**src/rtl/mips_pkg.sv**
```systemverilog
// Shared widths, the hard-wired zero register and write-port source encoding
// for the register-file write-back path.
package mips_pkg;

    localparam int DATA_W     = 32;
    localparam int REG_ADDR_W = 5;

    localparam logic [REG_ADDR_W-1:0] REG_ZERO = 5'd0;

    typedef enum logic [1:0] {
        WB_NONE    = 2'd0,
        WB_LOAD    = 2'd1,
        WB_ALU_BUF = 2'd2,
        WB_ALU     = 2'd3
    } wb_src_e;

endpackage

```
**src/rtl/wb_addr_fifo.sv**
```systemverilog
// Queue of destination registers for outstanding loads. Every slot is exposed with
// its valid bit so that the hazard compare can see the whole queue.
module wb_addr_fifo #(
    parameter int ADDR_W = 5,
    parameter int DEPTH  = 4
) (
    input  logic                          clk,
    input  logic                          rst,
    input  logic                          push_i,
    input  logic [ADDR_W-1:0]             push_addr_i,
    input  logic                          pop_i,
    output logic [ADDR_W-1:0]             head_o,
    output logic                          full_o,
    output logic                          empty_o,
    output logic [DEPTH-1:0][ADDR_W-1:0]  entries_o,
    output logic [DEPTH-1:0]              valid_o
);

    localparam int PTR_W = $clog2(DEPTH);

    logic [PTR_W-1:0]             wr_ptr_q, wr_ptr_d;
    logic [PTR_W-1:0]             rd_ptr_q, rd_ptr_d;
    logic [DEPTH-1:0]             valid_q, valid_d;
    logic [DEPTH-1:0][ADDR_W-1:0] mem_q, mem_d;
    logic                         do_push, do_pop;

    // A ring buffer: the slot under the write pointer is occupied only when full,
    // the slot under the read pointer is free only when empty.
    assign full_o    = valid_q[wr_ptr_q];
    assign empty_o   = !valid_q[rd_ptr_q];
    assign head_o    = mem_q[rd_ptr_q];
    assign entries_o = mem_q;
    assign valid_o   = valid_q;

    always_comb begin
        wr_ptr_d = wr_ptr_q;
        rd_ptr_d = rd_ptr_q;
        valid_d  = valid_q;
        mem_d    = mem_q;
        do_push  = push_i && !full_o;
        do_pop   = pop_i && !empty_o;
        if (do_push) begin
            mem_d[wr_ptr_q]   = push_addr_i;
            valid_d[wr_ptr_q] = 1'b1;
            wr_ptr_d          = wr_ptr_q + 1'b1;
        end
        if (do_pop) begin
            valid_d[rd_ptr_q] = 1'b0;
            rd_ptr_d          = rd_ptr_q + 1'b1;
        end
    end

    always_ff @(posedge clk) begin
        if (rst) begin
            wr_ptr_q <= '0;
            rd_ptr_q <= '0;
            valid_q  <= '0;
            mem_q    <= '0;
        end else begin
            wr_ptr_q <= wr_ptr_d;
            rd_ptr_q <= rd_ptr_d;
            valid_q  <= valid_d;
            mem_q    <= mem_d;
        end
    end

endmodule

```
**src/rtl/reg_writeback_ctrl.sv**
```systemverilog
// Register-file write-port master: arbitrates load returns and ALU results, tracks
// pending load destinations for hazards. Define FORWARD_EN for write-to-read bypass outputs.
module reg_writeback_ctrl #(
    parameter int DATA_W   = 32,
    parameter int ADDR_W   = 5,
    parameter int LQ_DEPTH = 4
) (
    input  logic              clk,
    input  logic              rst,
    input  logic              aluValid,
    output logic              aluReady,
    input  logic [ADDR_W-1:0] aluAddr,
    input  logic [DATA_W-1:0] aluData,
    input  logic              ldIssue,
    input  logic [ADDR_W-1:0] ldIssueAddr,
    output logic              ldIssueReady,
    input  logic              ldRspValid,
    input  logic [DATA_W-1:0] ldRspData,
    input  logic [ADDR_W-1:0] readAddress1,
    input  logic [ADDR_W-1:0] readAddress2,
    output logic              hazard1,
    output logic              hazard2,
    output logic              writeEn,
    output logic [ADDR_W-1:0] writeAddress,
    output logic [DATA_W-1:0] writeData,
    output logic              protoErr
`ifdef FORWARD_EN
    ,
    output logic              fwdValid1,
    output logic [DATA_W-1:0] fwdData1,
    output logic              fwdValid2,
    output logic [DATA_W-1:0] fwdData2
`endif
);

    import mips_pkg::*;

    wb_src_e                        sel;
    logic [ADDR_W-1:0]              sel_addr;
    logic [DATA_W-1:0]              sel_data;

    logic                           buf_valid_q, buf_valid_d;
    logic [ADDR_W-1:0]              buf_addr_q, buf_addr_d;
    logic [DATA_W-1:0]              buf_data_q, buf_data_d;

    logic                           we_q, we_d;
    logic [ADDR_W-1:0]              wa_q, wa_d;
    logic [DATA_W-1:0]              wd_q, wd_d;
    logic                           perr_q, perr_d;

    logic                           lq_full, lq_empty, lq_push, ld_pop, alu_acc;
    logic [ADDR_W-1:0]              lq_head;
    logic [LQ_DEPTH-1:0][ADDR_W-1:0] lq_entries;
    logic [LQ_DEPTH-1:0]            lq_valid;

    assign aluReady     = !rst && !buf_valid_q;
    assign ldIssueReady = !rst && !lq_full;
    assign lq_push      = ldIssue && ldIssueReady;
    assign ld_pop       = ldRspValid && !lq_empty;
    assign alu_acc      = aluValid && aluReady;

    wb_addr_fifo #(
        .ADDR_W (ADDR_W),
        .DEPTH  (LQ_DEPTH)
    ) u_lq (
        .clk         (clk),
        .rst         (rst),
        .push_i      (lq_push),
        .push_addr_i (ldIssueAddr),
        .pop_i       (ld_pop),
        .head_o      (lq_head),
        .full_o      (lq_full),
        .empty_o     (lq_empty),
        .entries_o   (lq_entries),
        .valid_o     (lq_valid)
    );

    always_comb begin
        sel      = WB_NONE;
        sel_addr = '0;
        sel_data = '0;
        if (ld_pop) begin
            sel      = WB_LOAD;
            sel_addr = lq_head;
            sel_data = ldRspData;
        end else if (buf_valid_q) begin
            sel      = WB_ALU_BUF;
            sel_addr = buf_addr_q;
            sel_data = buf_data_q;
        end else if (alu_acc) begin
            sel      = WB_ALU;
            sel_addr = aluAddr;
            sel_data = aluData;
        end

        buf_valid_d = buf_valid_q;
        buf_addr_d  = buf_addr_q;
        buf_data_d  = buf_data_q;
        if (sel == WB_ALU_BUF) begin
            buf_valid_d = 1'b0;
        end
        // aluReady is low while the buffer holds data, so a capture never overwrites it.
        if (alu_acc && sel != WB_ALU) begin
            buf_valid_d = 1'b1;
            buf_addr_d  = aluAddr;
            buf_data_d  = aluData;
        end

        we_d = 1'b0;
        wa_d = wa_q;
        wd_d = wd_q;
        if (sel != WB_NONE && sel_addr != REG_ZERO) begin
            we_d = 1'b1;
            wa_d = sel_addr;
            wd_d = sel_data;
        end

        perr_d = perr_q || (ldRspValid && lq_empty);
    end

    always_comb begin
        hazard1 = 1'b0;
        hazard2 = 1'b0;
        for (int i = 0; i < LQ_DEPTH; i++) begin
            if (lq_valid[i] && lq_entries[i] == readAddress1 && readAddress1 != REG_ZERO)
                hazard1 = 1'b1;
            if (lq_valid[i] && lq_entries[i] == readAddress2 && readAddress2 != REG_ZERO)
                hazard2 = 1'b1;
        end
    end

    always_ff @(posedge clk) begin
        if (rst) begin
            buf_valid_q <= 1'b0;
            buf_addr_q  <= '0;
            buf_data_q  <= '0;
            we_q        <= 1'b0;
            wa_q        <= '0;
            wd_q        <= '0;
            perr_q      <= 1'b0;
        end else begin
            buf_valid_q <= buf_valid_d;
            buf_addr_q  <= buf_addr_d;
            buf_data_q  <= buf_data_d;
            we_q        <= we_d;
            wa_q        <= wa_d;
            wd_q        <= wd_d;
            perr_q      <= perr_d;
        end
    end

    assign writeEn      = we_q;
    assign writeAddress = wa_q;
    assign writeData    = wd_q;
    assign protoErr     = perr_q;

`ifdef FORWARD_EN
    assign fwdValid1 = we_q && (wa_q == readAddress1);
    assign fwdValid2 = we_q && (wa_q == readAddress2);
    assign fwdData1  = fwdValid1 ? wd_q : '0;
    assign fwdData2  = fwdValid2 ? wd_q : '0;
`endif

endmodule

```
**config.mk**
```make
export PLATFORM = sky130hd
export DESIGN_NAME = reg_writeback_ctrl
export DESIGN_NICKNAME = d
export VERILOG_FILES = /design/src/rtl/mips_pkg.sv /design/src/rtl/wb_addr_fifo.sv /design/src/rtl/reg_writeback_ctrl.sv
export SDC_FILE = /design/constraint.sdc
export NUM_CORES = 1
export LEC_CHECK = 0
export CAP_MARGIN = 20
export CORE_MARGIN = 2
export CORE_UTILIZATION = 40
export DETAILED_ROUTE_END_ITERATION = 8
export PLACE_DENSITY = 0.68
export SLEW_MARGIN = 10
export SYNTH_ARGS = -nofsm -noshare
export SYNTH_HDL_FRONTEND = slang
export SYNTH_SLANG_ARGS = --single-unit
export TNS_END_PERCENT = 30
```
**constraint.sdc**
```tcl
create_clock -name clk -period 2.5 [get_ports clk]
set_input_delay 0.5 -clock clk [delete_from_list [all_inputs] [get_ports clk]]
set_output_delay 0.5 -clock clk [all_outputs]
set_load 0.01 [all_outputs]
```
==> metrics.md, run 1 <==
| Metric | Value |
|---|---|
| Outcome | finished clean |
| Worst path depth | 3 |
| Mapped cell area | 0.00562 mm² |
| Critical Path RT | roughly 2000 ps |
| Clk_lat worst skew | approximately 340 ps |
| Post-Syn Area per Cell | slightly below 9 µm² |
| Multi-input logic area | approximately 0.0031 mm² |
| Core area | 0.0138 mm² |
| Mapped Cells | 630 |
| Synth warnings | 0 |
| Hold Crit Class | reg -> reg |
| Reg2reg path depth | 6 |
| Critical path cell sequence | mux4_2, nor2_1, clkdlybuf4s50_1 |
| Pre-CTS WS | -418 ps |
| Nets | about 830 |
| Ys async rst share | 0 |
| Area share of the largest cell type after synthesis | 0.374 |
| Leakage power | around 2.7 nW |
| Most frequent cells after synthesis | dfxtp_1 (105), nand2_1 (80), nor2_1 (65) |
| Number of global-route vias before repair | ~5,000 |
| Critical path endpoint category | output pin |
| Setup_tns | 0 ps |
| Die Height | 122 µm |
| Die ar. | roughly 0.015 mm² |
| Crit path time final | around 2400 ps |
| Top-count cell post-synth | dfxtp_1 |
| Number of enable flip-flop cells after synthesis | 0 |
| Actual transition at the worst max-transition pin | 478 ps |
| Design area | ~0.0073 mm² |
| Ys flop type | dfxtp_1 |
| Top post-synthesis cells by area | dfxtp_1 (37%), mux2i_1 (9.4%), nand2_1 (5.3%), a221oi_1 (5.0%), xor2_1 (5.0%) |
| Io pins | 132 |
| Largest net degree at the start of global routing | approximately 120 |
| # DRC | 0 |
| Peak Freq | 417 MHz |
| Number of antenna diodes | 0 |
| Grt ovf | 0 |
| CP Buf/Inv Count | 1 |
| WL/cell | roughly 17 µm |
| Die width | 122 µm |
| Fin crit share | 0.959 |
| Placed cell areas | 0.00699 mm² |
| Total CTS buffers | 9 |
| Starting DRT DRC Count | between 300 and 400 |
| Critical path class | reg -> out |
| Drt total wl | 15.3 mm |
| CTS clk-pin slew, worst paths | approximately 70 ps |
| Crit Path Max Fanout | 6 |
| Yosys cell types | 47 |
| Hold Path Stages | 2 |
| Initial antenna violation count | 0 |
| # fillers | 1,290 |
| Dpl cells | 900 |
| Clock buffer depth | 2 |
| CP peak stage delay | roughly 530 ps |
| CTS tree | done |
| Starting Density | 0.408 |
| Power density cells | 550 mW/mm² |
| Unrepaired setup endpoints after global routing | false |
| Post-route insts no fill | a little over 900 |
| Core Rows | 43 |
| Peak supply drop | between 0.3 and 0.4 mV |
| H-tree levels | 3 |
| Post-synthesis register bit count | 105 |
| Max Slew Vio Count | 0 |
| # Max-Cap Violations | 0 |
| Area Growth Syn to Fin | 29.7% |
| Syn Nets | 727 |
| Antenna Nets Post-Route | 0 |
| First-pass GRT wire length | 24.6 mm |
| CTS Root Cell | clkbuf_16 |
| Fin. Hold Viols | 0 |
| # clock sinks | ~110 |
| DR vias/cell | around 5.4 |
| Arrival @ worst endpoint | between 1500 and 2000 ps |
| Top delay family on crit path | buffers and inverters |
| Sequential-to-total area share from yosys stat | 0.374 |
| Fraction of layout cells with a size suffix above 1 | 0.0925 |
| DP Wirelength | ~11 mm |
| Worst setup SP type | flip-flop |
| FF/Latch Area | between 0.002 and 0.0025 mm² |
| Setup ws final | about 100 ps |
| Util after Layout | 0.529 |
| IO buf count | 131 |
| CP max-delay cell | clkdlybuf4s50_1 |
| Total number of vias | between 4,000 and 5,000 |
| Final setup vio count | 0 |
| Drt pass-1 iters | 5 |
| Tot GR Track Use | 0.207 |
| RePlAce Congestion | between 0.8 and 0.9 |
| Max_slew headroom | 0.682 |
| Synth area leader | dfxtp_1 |
| Clock skew | 9.04 ps |
## per-layer routing
layer,part of all wire,vias to the layer above,GRT usage
met2,0.48,159,0.356
met4,0.025,0,0.0761
met3,0.062,29,0.0409
met5,0,-,0
li1,-,2375,-
met1,0.43,2337,0.256
## area by class of cell
cell class	instances	share of cell area
clock buffer	10	0.0328
clock inverter	5	0.00773
inverter	5	0.00258
multi-input combinational	460	0.430
sequential	105	0.289
tap	180	0.0309
timing repair buffer	150	0.208
## final timing paths
path                    start             to  slack, ps
max           u_lq.valid_o[0]   ldIssueReady        100
min             buf_addr_q[0]  buf_addr_q[0]        460
max reg2reg  u_lq.rd_ptr_q[0]  writeData[18]        260
min reg2reg     buf_addr_q[0]  buf_addr_q[0]        460
## cells in the final DEF, fill, tap and decap left out, types with 6 or more instances in the layout
master,netlist,layout
mux2i_1,53,53
a21oi_1,40,40
xnor2_1,9,9
or2b_2,18,18
nand2b_1,19,19
nor4_1,8,7
xor2_1,32,32
dfxtp_1,105,104
a221oi_1,32,32
or3_1,32,32
nand2_1,80,80
dlygate4sd2_1,0,10
clkdlybuf4s50_1,0,118
nand3_1,10,10
buf_4,4,14
nor2_1,65,65
ha_1,8,8
clkbuf_16,0,9
buf_12,3,6
## power breakdown
part	leakage (nW)	internal [mW]	total, mW	switching, mW
clock	0.144	0.797	1.41	0.617
sequential	0.851	1.74	1.81	0.0631
combinational	1.72	0.431	0.785	0.354
total	2.71	2.97	4.01	1.03
## metrics by stage
stage,hold WS (ps),power [mW]
3_3_place_gp,442,2.61
3_5_place_dp,448,2.63
6_report,456,4.01
5_1_grt,474,4.18
4_1_cts,459,4.02
2_1_floorplan,436,2.30
## state kept, by name (all words and copies together) (netlist names)
name,cells
buf_addr_q,5
buf_data_q,32
buf_valid_q,1
protoErr,1
u_lq.entries_o,20
u_lq.rd_ptr_q,2
u_lq.valid_o,4
u_lq.wr_ptr_q,2
writeAddress,5
writeData,32
writeEn,1
## cells by family after synthesis
group | after synthesis | share of synthesized area
and+or+nand+nor | 255 | 0.230
adders and majority gates | 8 | 0.0178
DFF | 105 | 0.374
buffers and inverters | 65 | 0.0715
xor gates and xnor gates | 41 | 0.0639
muxes | 61 | 0.126
AOI/OAI and AO/OA | 95 | 0.117
## repair_timing
action / CTS / global route
pin swaps: 1 / 2
setup buffers: 0 / 0
endpoints found under the setup margin: 2 / 4
gates resized for setup: 11 / 6
hold buffers: 0 / 0
## tightest hold or removal path, delay by kind of cell (launching register included)
kind,cells,cell delay [ps]
flops,1,310
simple gates,1,50
compound gates,1,50
No activity file was read; power rests on OpenSTA's default activity.
==> inputs of run 2 (changes only) <==
--- a/config.mk
+++ b/config.mk
@@ -9,7 +9,8 @@
 export CORE_MARGIN = 2
 export CORE_UTILIZATION = 40
 export DETAILED_ROUTE_END_ITERATION = 8
-export PLACE_DENSITY = 0.68
+export PLACE_DENSITY = 0.71
+export REMOVE_ABC_BUFFERS = 1
 export SLEW_MARGIN = 10
 export SYNTH_ARGS = -nofsm -noshare
 export SYNTH_HDL_FRONTEND = slang
==> constraint.sdc (replaced) <==
create_clock -name clk -period 2 [get_ports clk]
set_input_delay 0.4 -clock clk [delete_from_list [all_inputs] [get_ports clk]]
set_output_delay 0.4 -clock clk [all_outputs]
set_load 0.01 [all_outputs]
==> run 2 against run 1 <==
  * The flow now finishes with violations (negative setup slack)
  * Cell count is 4.6% higher
  * Via count rose by 1.0%
  * Cell area is 7.5% higher
  * Combinational power rose by 53%
  * Core utilization rose by 4.0 points
  * Sequential share of layout area decreased by 1.7 points
  * First-iteration DRC count fell by 8.7%
  * Setup slack worse by 190 ps
  * Clock power increased by 26%
  * Flip-flop and latch count unchanged
==> metrics.md, run 2 (synthesis gave the netlist of run 1 again) <==
| Metric | Value |
|---|---|
| Outcome | finished, violations left |
| Violated checks | negative setup slack |
| Initial antenna violation count | 0 |
| CTS tree | done |
| Setup ws final | -92.0 ps |
| IO buf count | between 100 and 150 |
| Crit path time final | around 2100 ps |
| Actual transition at the worst max-transition pin | 626 ps |
| Leakage power | 2.97 nW |
| Largest net degree at the start of global routing | 70 |
| Hold Crit Class | reg -> reg |
| Arrival @ worst endpoint | around 2400 ps |
| Commonest non-fill, non-tap cell in the layout | clkdlybuf4s50_1 |
| Drt total wl | 16.0 mm |
| Core Rows | between 40 and 50 |
| Starting DRT DRC Count | about 330 |
| Die Height | between 100 and 150 µm |
| Worst setup SP type | flip-flop |
| Top cell by count, worst path | buf_12 |
| # Max-Cap Violations | 0 |
| Nets | a little under 900 |
| Critical path class | reg -> reg |
| Die width | 122 µm |
| H-tree levels | 3 |
| Clock buffer depth | 2 |
| Dpl cells | slightly above 900 |
| CTS clk-pin slew, worst paths | 70 ps |
| Peak supply drop | 0.423 mV |
| Post-route insts no fill | 957 |
| Peak Freq | around 480 MHz |
| DR vias/cell | roughly 5.2 |
| RePlAce Congestion | approximately 0.9 |
| Area Growth Syn to Fin | 39.5% |
| Critical path cell sequence | buf_12, mux4_2, nor4_4, a32o_2, buf_6, buf_12, mux2i_1 |
| CP max-delay cell | mux4_2 |
| Most frequent cells in the layout | clkdlybuf4s50_1 (116), dfxtp_1 (90), nand2_1 (80) |
| First-pass GRT wire length | between 20 and 30 mm |
| Die ar. | ~0.015 mm² |
| CTS Root Cell | clkbuf_16 |
| Fin. Hold Viols | 0 |
| Fin crit share | 1.05 |
| WL/cell | around 17 µm |
| # DRC | 0 |
| Critical path endpoint category | flip-flop |
| Drt pass-1 iters | 6 |
| Power density cells | between 600 and 700 mW/mm² |
| Total number of vias | 4,950 |
| Final setup vio count | 34 |
| Number of global-route vias before repair | about 5,000 |
| DP Wirelength | 11.6 mm |
| Top delay family on crit path | multiplexers |
| Grt ovf | 0 |
| Max_slew headroom | 0.583 |
| Starting Density | 0.408 |
| # clock sinks | approximately 110 |
| Placed cell areas | between 0.007 and 0.008 mm² |
| CP peak stage delay | ~530 ps |
| Unrepaired setup endpoints after global routing | true |
| Io pins | 132 |
| CP Buf/Inv Count | 3 |
| Design area | ~0.0078 mm² |
| Tot GR Track Use | 0.217 |
| Total CTS buffers | 9 |
| Antenna Nets Post-Route | 0 |
| Max Slew Vio Count | 0 |
| Crit Path Max Fanout | 6 |
| Core area | 0.0138 mm² |
| # fillers | roughly 1,200 |
| Clk_lat worst skew | between 300 and 400 ps |
| Hold_buf cts | 0 |
| Fraction of layout cells with a size suffix above 1 | 0.184 |
| Number of antenna diodes | 0 |
| Critical Path RT | 2270 ps |
| Clock skew | ~11 ps |
## run 2: where the power goes
group          switching (mW)  total, mW  leakage, nW  internal [mW]
registers              0.0660       2.24        0.859           2.18
logic                   0.517       1.20         1.98          0.684
clock network           0.798       1.77        0.136          0.974
total                    1.38       5.22         2.97           3.84
## run 2: worst register-to-register path, delay by kind of cell (launching register included)
kind	cells	cell delay (ps)
multiplexers	2	740
buffers and inverters	3	440
flip-flops	1	350
AND/OR/NAND/NOR	1	310
AO/OA/AOI/OAI	1	200
## run 2: routing by layer
| metal | vias to the layer above | global-route usage | part of all wire | wire length (µm) |
|---|---|---|---|---|
| li1 | 2464 | - | - | - |
| met1 | 2341 | 0.274 | 0.43 | 6830 |
| met2 | 130 | 0.383 | 0.50 | 8000 |
| met3 | 15 | 0.0335 | 0.056 | 892 |
| met4 | 0 | 0.0618 | 0.016 | 255 |
| met5 | - | 0 | 0 | 0 |
## run 2: metrics by stage
stage / utilization / hold WS (ps) / worst slack, ps / setup TNS [ps] / power (mW)
5_1_grt: 0.569 / 476 / -232 / -5850 / 5.43
3_3_place_gp: 0.529 / 441 / -694 / -30240 / 3.33
3_5_place_dp: 0.529 / 446 / -720 / -31020 / 3.35
6_report: 0.569 / 457 / -92.0 / -1760 / 5.22
4_1_cts: 0.563 / 456 / -110 / -2600 / 5.23
2_1_floorplan: - / 430 / -948 / -60560 / 2.74
## run 2: cell type report
cell class	count	area (µm²)	share of cell area
Inverter	5	18.8	0.00240
Sequential cell	105	2130	0.272
Tap cell	180	225	0.0288
Clock buffer	10	229	0.0292
Multi-Input combinational cell	460	3210	0.409
Timing Repair Buffer	192	1960	0.250
Clock inverter	5	62.6	0.00799
## run 2: worst paths after layout
check	startpoint	end	slack [ps]	cells after the start
setup / recovery	u_lq.rd_ptr_q[0]	writeData[12]	-90	7
hold / removal	buf_data_q[31]	buf_data_q[31]	460	2
setup reg to reg	u_lq.rd_ptr_q[0]	writeData[12]	-90	7
hold reg to reg	buf_data_q[31]	buf_data_q[31]	460	2
## run 2: repair_timing
item                       CTS  global route
setup endpoints to repair   98            84
gates cloned                 4             0
pin swaps                   11             8
gates resized for setup     55            25
hold endpoints to repair     0             0
buffers inserted             4             0
==> inputs of run 3 (changes only) <==
--- a/config.mk
+++ b/config.mk
@@ -5,7 +5,7 @@
 export SDC_FILE = /design/constraint.sdc
 export NUM_CORES = 1
 export LEC_CHECK = 0
-export CAP_MARGIN = 20
+export CORE_ASPECT_RATIO = 1.75
 export CORE_MARGIN = 2
 export CORE_UTILIZATION = 40
 export DETAILED_ROUTE_END_ITERATION = 8
==> run 3 against run 2 <==
  * The flow still finishes with violations (negative setup slack)
  * Count of clock-buffer cells in the layout stayed put
  * Critical path type unchanged
  * Die area is 0.25% higher
  * Critical path depth stayed put
  * Combinational power hardly changed
  * Cell area is 0.29% higher
  * Critical endpoint is now writeData[31]
  * First-iteration DRC count is 35% lower
  * Sequential power hardly changed
  * Largest cell class unchanged
  * Register-to-register slack worse by 60 ps
==> metrics.md, run 3 (synthesis gave the netlist of run 1 again) <==
| Metric | Value |
|---|---|
| Arrival @ worst endpoint | ~2400 ps |
| # Max-Cap Violations | 0 |
| Die width | between 90 and 100 µm |
| Placed cell areas | approximately 0.0073 mm² |
| Unrepaired setup endpoints after global routing | true |
| DP Wirelength | about 12 mm |
| Total number of vias | between 5,000 and 6,000 |
| Clock buffer depth | 2 |
| DR vias/cell | roughly 5.3 |
| Clock group share of total power | 0.362 |
| Io pins | between 100 and 150 |
| Number of antenna diodes | 0 |
| Outcome | finished, violations left |
| FF/Latch Area | about 0.0021 mm² |
| Max_slew headroom | 0.757 |
| Crit path from | u_lq.rd_ptr_q[0] |
| Hold Crit Class | reg -> reg |
| Net switching power | 1.40 mW |
| Design area | between 0.007 and 0.008 mm² |
| Fin crit share | 1.08 |
| IO buf count | about 130 |
| Peak Freq | ~470 MHz |
| Combinational share of power | 0.224 |
| Net Sw Frac | 0.259 |
| Peak supply drop | between 0.3 and 0.4 mV |
| R2r startpoint | u_lq.rd_ptr_q[0] |
| Setup ws final | -150 ps |
| Final setup vio count | 35 |
| Number of global-route vias before repair | ~5,200 |
| Starting DRT DRC Count | 211 |
| Core Rows | 57 |
| H-tree levels | 3 |
| Drt total wl | roughly 17 mm |
| Initial antenna violation count | 0 |
| Crit path time final | 2150 ps |
| Tot GR Track Use | 0.223 |
| Die Height | around 160 µm |
| Fraction of layout cells with a size suffix above 1 | 0.188 |
| Post-route insts no fill | 959 |
| Total CTS buffers | 9 |
| Die ar. | 0.0150 mm² |
| Drt pass-1 iters | 4 |
| Largest net degree at the start of global routing | 102 |
| CTS clk-pin slew, worst paths | about 70 ps |
| Reg2reg path depth | 7 |
| Worst flop-to-flop path endpoint | writeData[31] |
| Commonest non-fill, non-tap cell in the layout | clkdlybuf4s50_1 |
| Register-to-Register Setup Slack | -150 ps |
| Core area | around 0.014 mm² |
| Critical Path RT | approximately 2300 ps |
| # clock sinks | 105 |
| Antenna Nets Post-Route | 0 |
| CTS Root Cell | clkbuf_16 |
| Leakage power | ~3.0 nW |
| Critical path endpoint category | flip-flop |
| Dpl cells | about 930 |
| Int Power | 4.02 mW |
| Critical path endpoint | writeData[31] |
| # fillers | between 1,000 and 1,500 |
| Flop pwr share | 0.414 |
| Multi-input logic area | 0.00319 mm² |
| First-pass GRT wire length | approximately 26 mm |
| RePlAce Congestion | 1.03 |
| Actual transition at the worst max-transition pin | 365 ps |
| Nets | 874 |
| Area Growth Syn to Fin | 39.9% |
| WL/cell | roughly 17 µm |
| Max Slew Vio Count | 0 |
| Clock skew | 7.78 ps |
| Crit Path Max Fanout | 6 |
| Fin. Hold Viols | 0 |
| Power density cells | just under 700 mW/mm² |
| Critical path class | reg -> reg |
| CTS tree | done |
| Clk_lat worst skew | between 300 and 400 ps |
| Violated checks | negative setup slack |
| Starting Density | 0.406 |
| Worst setup SP type | flip-flop |
| Grt ovf | 0 |
| Most frequent cells in the layout | clkdlybuf4s50_1 (117), dfxtp_1 (89), nand2_1 (80) |
| # DRC | 0 |
## run 3: repair_timing
action | CTS | global route
cloned | 2 | 0
setup endpoints to repair | 97 | 84
resized for setup | 55 | 18
pin swaps | 12 | 4
hold buffers | 0 | 0
setup buffers | 7 | 0
## run 3: worst max-delay path, cell delays in order (launching register included)
cell and delay [ps]:
dfxtp_2 360, buf_6 130, mux4_2 550, nor4_4 320
a32o_2 230, buf_6 150, buf_12 140, mux2i_1 190
## run 3: worst min path at each step
stage,start,to,cells past startpoint
global placement,buf_data_q[10],buf_data_q[10],2
floorplan,buf_data_q[0],buf_data_q[0],2
detailed placement,buf_data_q[7],buf_data_q[7],2
CTS,buf_data_q[14],buf_data_q[14],2
global route,buf_data_q[10],buf_data_q[10],2
finish,buf_data_q[7],buf_data_q[7],2
## run 3: metrics by stage
step	TNS [ps]	hold slack (ps)	setup WS, ps	utilization	power, mW
final	-4040	457	-150	0.568	5.42
after global routing	-6590	473	-212	0.568	5.65
after CTS	-3250	458	-130	0.563	5.45
after detailed placement	-21310	447	-723	0.527	3.37
after global placement	-19220	441	-700	0.527	3.34
after floorplan	-60560	430	-948	-	2.74
## run 3: power by group through the flow
stage                     Combinational (mW)  Sequential, mW  Clock (mW)
final                                   1.22            2.25        1.96
after global placement                  1.05            2.29           0
after CTS                               1.19            2.25        2.01
after floorplan                        0.434            2.31           0
after detailed placement                1.07            2.29           0
after global routing                    1.30            2.26        2.09
## run 3: layout make-up
class	count	area share
Tap cell	177	0.0282
Sequential cell	105	0.271
Clock buffer	10	0.0304
Multi-Input combinational cell	460	0.406
Inverter	5	0.00239
Timing Repair Buffer	196	0.249
Clock inverter	6	0.0124
## run 3: routing by layer
| layer | part of all wire | global-route usage |
|---|---|---|
| met1 | 0.35 | 0.224 |
| met2 | 0.55 | 0.420 |
| met3 | 0.050 | 0.0441 |
| met4 | 0.051 | 0.117 |
| met5 | 0 | 0 |
